==> src/rtl/win_seq_ctrl.sv <==
// Window sequencer: streams pixels into the window buffer, tracks row/col and hands off complete windows.
// Optional abort input enabled by defining WIN_SEQ_ABORT_EN.
module win_seq_ctrl #(
    parameter int IMG_W    = 64,
    parameter int IMG_H    = 64,
    parameter int WIN_ROWS = 6,
    parameter int WIN_COLS = 9,
    parameter int CW       = $clog2(IMG_W),
    parameter int RW       = $clog2(IMG_H)
) (
    input  logic          i_clk,
    input  logic          in_rst,
    input  logic          i_start,
`ifdef WIN_SEQ_ABORT_EN
    input  logic          i_abort,
`endif
    input  logic          i_pix_valid,
    input  logic [7:0]    i_pix,
    output logic          o_pix_ready,
    output logic          o_wren,
    output logic [7:0]    o_data,
    output logic          o_win_valid,
    input  logic          i_win_ready,
    output logic [RW-1:0] o_win_row,
    output logic [CW-1:0] o_win_col,
    output logic [15:0]   o_win_cnt,
    output logic          o_busy,
    output logic          o_done
);

    localparam logic [1:0] S_IDLE   = 2'd0;
    localparam logic [1:0] S_ACTIVE = 2'd1;
    localparam logic [1:0] S_DRAIN  = 2'd2;

    localparam logic [CW-1:0] COL_LAST = CW'(IMG_W - 1);
    localparam logic [CW-1:0] COL_MIN  = CW'(WIN_COLS - 1);
    localparam logic [RW-1:0] ROW_LAST = RW'(IMG_H - 1);
    localparam logic [RW-1:0] ROW_MIN  = RW'(WIN_ROWS - 1);

    logic [1:0]    r_state;
    logic [RW-1:0] r_row;
    logic [CW-1:0] r_col;
    logic          r_win_valid;
    logic [RW-1:0] r_win_row;
    logic [CW-1:0] r_win_col;
    logic [15:0]   r_win_cnt;
    logic          r_abort_done;

    logic w_abort;
    logic w_acc;
    logic w_hs;
    logic w_qual;
    logic w_col_wrap;
    logic w_last;
    logic w_drain_exit;

`ifdef WIN_SEQ_ABORT_EN
    assign w_abort = i_abort & (r_state != S_IDLE);
`else
    assign w_abort = 1'b0;
`endif

    // Abort wins over both pixel acceptance and the window handshake.
    assign o_pix_ready  = (r_state == S_ACTIVE) & ~w_abort & (~r_win_valid | i_win_ready);
    assign w_acc        = o_pix_ready & i_pix_valid;
    assign w_hs         = r_win_valid & i_win_ready & ~w_abort;
    assign w_qual       = w_acc & (r_row >= ROW_MIN) & (r_col >= COL_MIN);
    assign w_col_wrap   = (r_col == COL_LAST);
    assign w_last       = w_acc & w_col_wrap & (r_row == ROW_LAST);
    assign w_drain_exit = (r_state == S_DRAIN) & ~w_abort & (~r_win_valid | i_win_ready);

    assign o_wren      = w_acc;
    assign o_data      = i_pix;
    assign o_win_valid = r_win_valid;
    assign o_win_row   = r_win_row;
    assign o_win_col   = r_win_col;
    assign o_win_cnt   = r_win_cnt;
    assign o_busy      = (r_state != S_IDLE);
    assign o_done      = w_drain_exit | r_abort_done;

    always_ff @(posedge i_clk or negedge in_rst) begin
        if (!in_rst) begin
            r_state      <= S_IDLE;
            r_row        <= '0;
            r_col        <= '0;
            r_win_valid  <= 1'b0;
            r_win_row    <= '0;
            r_win_col    <= '0;
            r_win_cnt    <= '0;
            r_abort_done <= 1'b0;
        end else begin
            r_abort_done <= w_abort;
            if (w_abort) begin
                r_state     <= S_IDLE;
                r_row       <= '0;
                r_col       <= '0;
                r_win_valid <= 1'b0;
            end else begin
                case (r_state)
                    S_IDLE: begin
                        if (i_start) begin
                            r_state   <= S_ACTIVE;
                            r_row     <= '0;
                            r_col     <= '0;
                            r_win_cnt <= '0;
                        end
                    end
                    S_ACTIVE: begin
                        if (w_last) r_state <= S_DRAIN;
                    end
                    S_DRAIN: begin
                        if (w_drain_exit) r_state <= S_IDLE;
                    end
                    default: r_state <= S_IDLE;
                endcase

                if (w_acc) begin
                    if (w_col_wrap) begin
                        r_col <= '0;
                        r_row <= (r_row == ROW_LAST) ? '0 : r_row + 1'b1;
                    end else begin
                        r_col <= r_col + 1'b1;
                    end
                end

                // A new window arriving in the handshake cycle replaces the one leaving.
                if (w_qual) begin
                    r_win_valid <= 1'b1;
                    r_win_row   <= r_row;
                    r_win_col   <= r_col;
                end else if (w_hs) begin
                    r_win_valid <= 1'b0;
                end

                if (w_hs && (r_win_cnt != 16'hFFFF)) r_win_cnt <= r_win_cnt + 16'd1;
            end
        end
    end

endmodule
==> config.mk <==
export PLATFORM = sky130hd
export DESIGN_NAME = win_seq_ctrl
export DESIGN_NICKNAME = d
export VERILOG_FILES = /design/src/rtl/win_seq_ctrl.sv
export SDC_FILE = /design/constraint.sdc
export NUM_CORES = 1
export LEC_CHECK = 0
export BUFFER_PORTS_ARGS = -buffer_cell sky130_fd_sc_hd__buf_2
export CAP_MARGIN = 0
export CORE_AREA = 10 10 98 100
export CTS_CLUSTER_DIAMETER = 80
export DETAILED_ROUTE_END_ITERATION = 10
export DIE_AREA = 0 0 108 110
export REMOVE_ABC_BUFFERS = 1
export SETUP_SLACK_MARGIN = 0.02
export SLEW_MARGIN = 20
export SYNTH_ARGS = -nofsm -noshare
export SYNTH_HDL_FRONTEND = slang
export SYNTH_SLANG_ARGS = --single-unit
==> constraint.sdc <==
create_clock -name i_clk -period 2.7 [get_ports i_clk]
set_input_delay 0.27 -clock i_clk [delete_from_list [all_inputs] [get_ports i_clk]]
set_output_delay 0.27 -clock i_clk [all_outputs]
set_load 0.02 [all_outputs]
==> results by group <==
Synthesis
  • Simple logic cell fraction of the synthesized area: between 15 and 20%
  • Async SR Flop Fraction: 100%
  • Synth warnings: 0
  • Mean Syn Cell Area: 9.92 sq um
  • Top FF cell, synth: dfrtp_1
  • Seq/Total Area, Yosys: 47.6%
  • Mux contribution to synthesized area: about 6.4%
  • Synth Area in Compound Gates: 18.1%
  • Post-synth EDFFs: 0
  • Syn Inst Count: 228
  • Post-Synth XOR/XNOR Area: 0.774%
  • Synthesized area: 2260 sq um
  • Flops & latches, synth: 43
  • Yosys cell types: between 40 and 50
  • Synth top area cells: dfrtp_1 48%, o21ai_0 5.1%, nand2_1 4.3%, mux2_4 4.0%, ha_1 3.3%
  • Synth Area in Adders: around 3.3%
  • Main combinational cell family by area after synthesis: compound AO/OA/AOI/OAI gates
  • Leading area contributor after synthesis: dfrtp_1
  • Synth top area share: 47.6%

Clocking
  • Sinks on the clock net: 43
  • Clk pin slew, worst setup/hold paths: 90 ps
  • H-tree depth: 2
  • Clk Tree Root Cell: clkbuf_8
  • Clock latency on the worst-skew pair: 300 ps
  • TritonCTS clock tree: yes
  • Clock buffer count from CTS: 5
  • CTS max path bufs: 2

Placed design
  • Port Buffers: 37
  • GP Congestion: 0.822
  • Area of placed instances: 2500 sq um
  • Cells after DPL: between 300 and 400
  • Dpl hpwl: 4070 um

Power
  • Total power: 1770 uW
  • Power per cell area: between 600 and 700 nW/um^2
  • P_leak: 0.00125 uW
  • Max VDD drop: ~0.22 mV

Worst setup path
  • Slowest cell on crit path: nor4_4
  • Most used cell, CP: a31oi_1
  • Critical path cell sequence: ha_1 > nand3_1 > nor4_4 > a31oi_2 > buf_4 > a31oi_1 > a31oi_1
  • Critical R2R Launch: o_win_cnt[0]
  • Crit start category: flip-flop
  • Critical Path AT: 2430 ps
  • Beginning of the critical path: o_win_cnt[0]
  • Crit-path max cell delay: 470 ps
  • Critical path peak fanout: 12
  • Critical path class: flip-flop to flip-flop
  • Worst Path Required: 2870 ps
  • CP endpoint kind: flip-flop

STA
  • Setup TNS: 0 ps
  • Final min period: 2260 ps
  • Setup violators final: 0
  • Hold Slack: 307 ps
  • Fmax: 442 MHz
  • Hold Vio Cnt, Final: 0
  • Worst Tran Pin Value: 924 ps
  • Relative slew slack: 38.0%
  • Final period util: around 84%
  • Final Slew Violations: 0
  • Worst Skew: 11.6 ps
  • RSZ-0062 raised after global routing: false

Layout
  • Ant diodes: 0
  • Fin cells: 367
  • Layout area overhead: 16.2%
  • NumNets Final: 283
  • Multi-input logic area: roughly 1100 sq um
  • Filler cells: 795
  • Final instance area: 2630 sq um
  • Sequential Area: around 1100 sq um
  • Share of cells above drive strength 1: between 20% and 30%

Global route
  • Global-route wire length before repair: about 9000 um
  • Grt ovf: 0
  • All-Layer GR Usage: 9.53%
  • Number of global-route vias before repair: 1799
  • Initial antenna violation count: 0
  • Largest net degree at the start of global routing: 44

Drt
  • Final ANT Viol Nets: 0
  • Final wirelength: ~5600 um
  • Routed vias: between 1500 and 2000
  • DR iter-0 viols: 51
  • First drt pass iteration count: 4
  • Vias/cell: 4.93
  • DRC Markers: 0
  • Wire per inst: around 15 um

Floorplanning
  • I/O pins: 54
  • Die Y: 110 um
  • Starting Density: 29.6%
  • Number of cell rows: 32
  • Die width: around 110 um
  • Core area: 7650 sq um
  • Die ar.: 11900 sq um

Outcome
  • Outcome: completed

Hold path
  • Worst Hold Class: primary input to flip-flop
  • Hold path startpoint: i_win_ready

Run
  • Maxcap violations: 0
[cells by family after synthesis]
group | count (synthesis)
buf+inv | 22
compound gates | 62
fa+ha+maj | 6
xor+xnor | 2
mux | 11
simple gates | 82
flops | 43
[worst paths after layout]
check	depth (start not counted)	slack, ps	endpoint
worst min-delay path	3	310	o_win_cnt[14]
min in group asynchronous	2	480	o_win_col[5]
worst min register to register	1	500	o_win_col[5]
worst max register to register	7	440	o_win_cnt[7]
max in group asynchronous	3	1720	o_win_cnt[8]
worst max-delay path	7	440	o_win_cnt[7]
[layout make-up]
cell class | instances | share of cell area, %
clock buffer | 5 | 2.62
sequential | 43 | 40.9
inverter | 10 | 1.43
multi-input combinational | 163 | 40.2
clock inverter | 3 | 0.904
tap | 102 | 4.85
timing repair buffer | 41 | 9.04
[layout by cell type (no fill, tap or decap), drive strengths merged, types with 2 or more instances in the layout]
cell,instances
ha,6
a21oi,10
xnor2,2
a22o,5
nand2b,4
clkbuf,5
nand3,15
inv,11
o31ai,4
dfrtp,43
nand2,26
o21ai,23
a31oi,10
nand4,4
or3,3
nor3,3
mux2,10
a21o,2
a41oi,2
and3,6
clkinvlp,2
buf,40
nor2,15
[worst max-delay path: cells and delay by family, from the launching register on]
| family | cells | cell delay (ps) |
|---|---|---|
| DFF | 1 | 440 |
| buffers and inverters | 1 | 260 |
| and+or+nand+nor | 2 | 650 |
| adders and majority gates | 1 | 230 |
| AOI/OAI and AO/OA | 3 | 540 |
[cell usage after synthesis (2+ instances only)]
| cell type | n |
|---|---|
| a21o_1 | 2 |
| a21oi_1 | 9 |
| a22o_1 | 5 |
| a31oi_1 | 9 |
| a41oi_1 | 2 |
| and3_1 | 6 |
| buf_4 | 8 |
| buf_6 | 2 |
| dfrtp_1 | 43 |
| ha_1 | 6 |
| inv_1 | 9 |
| mux2_2 | 4 |
| mux2_4 | 6 |
| nand2_1 | 26 |
| nand2b_1 | 4 |
| nand3_1 | 15 |
| nand4_1 | 4 |
| nor2_1 | 15 |
| nor3_1 | 3 |
| o21ai_0 | 23 |
| o31ai_1 | 3 |
| or3_1 | 3 |
| xnor2_1 | 2 |
[report_power, final]
part,internal [uW],switching (uW)
Sequential,746,121
Clock,185,249
Combinational,185,282
[through the flow]
step                      setup slack (ps)  util, %
after floorplan                        495        -
after global placement                 551     32.7
after detailed placement               460     32.7
after CTS                              441     33.9
after global routing                   273     34.4
final                                  436     34.4
[state kept, by name (all words and copies together) (netlist names)]
register / cells
o_win_cnt: 16
o_win_col: 6
o_win_row: 6
r_col: 6
r_row: 6
r_state: 2
o_win_valid: 1
[layer usage]
layer	GRT usage (%)	vias to the layer above	routed length, um
li1	-	891	-
met1	12.5	854	2620
met2	13.8	64	2430
met3	4.41	2	497
met4	2.29	0	22
met5	0	-	0
[what timing repair did]
item | 4_1_cts | 5_1_grt
gates resized for setup | 0 | 0
hold buffers | 0 | 1
hold endpoints to repair | 0 | 20
buffers inserted | 0 | 0
Note: power is estimated with default switching activity, not from simulation.
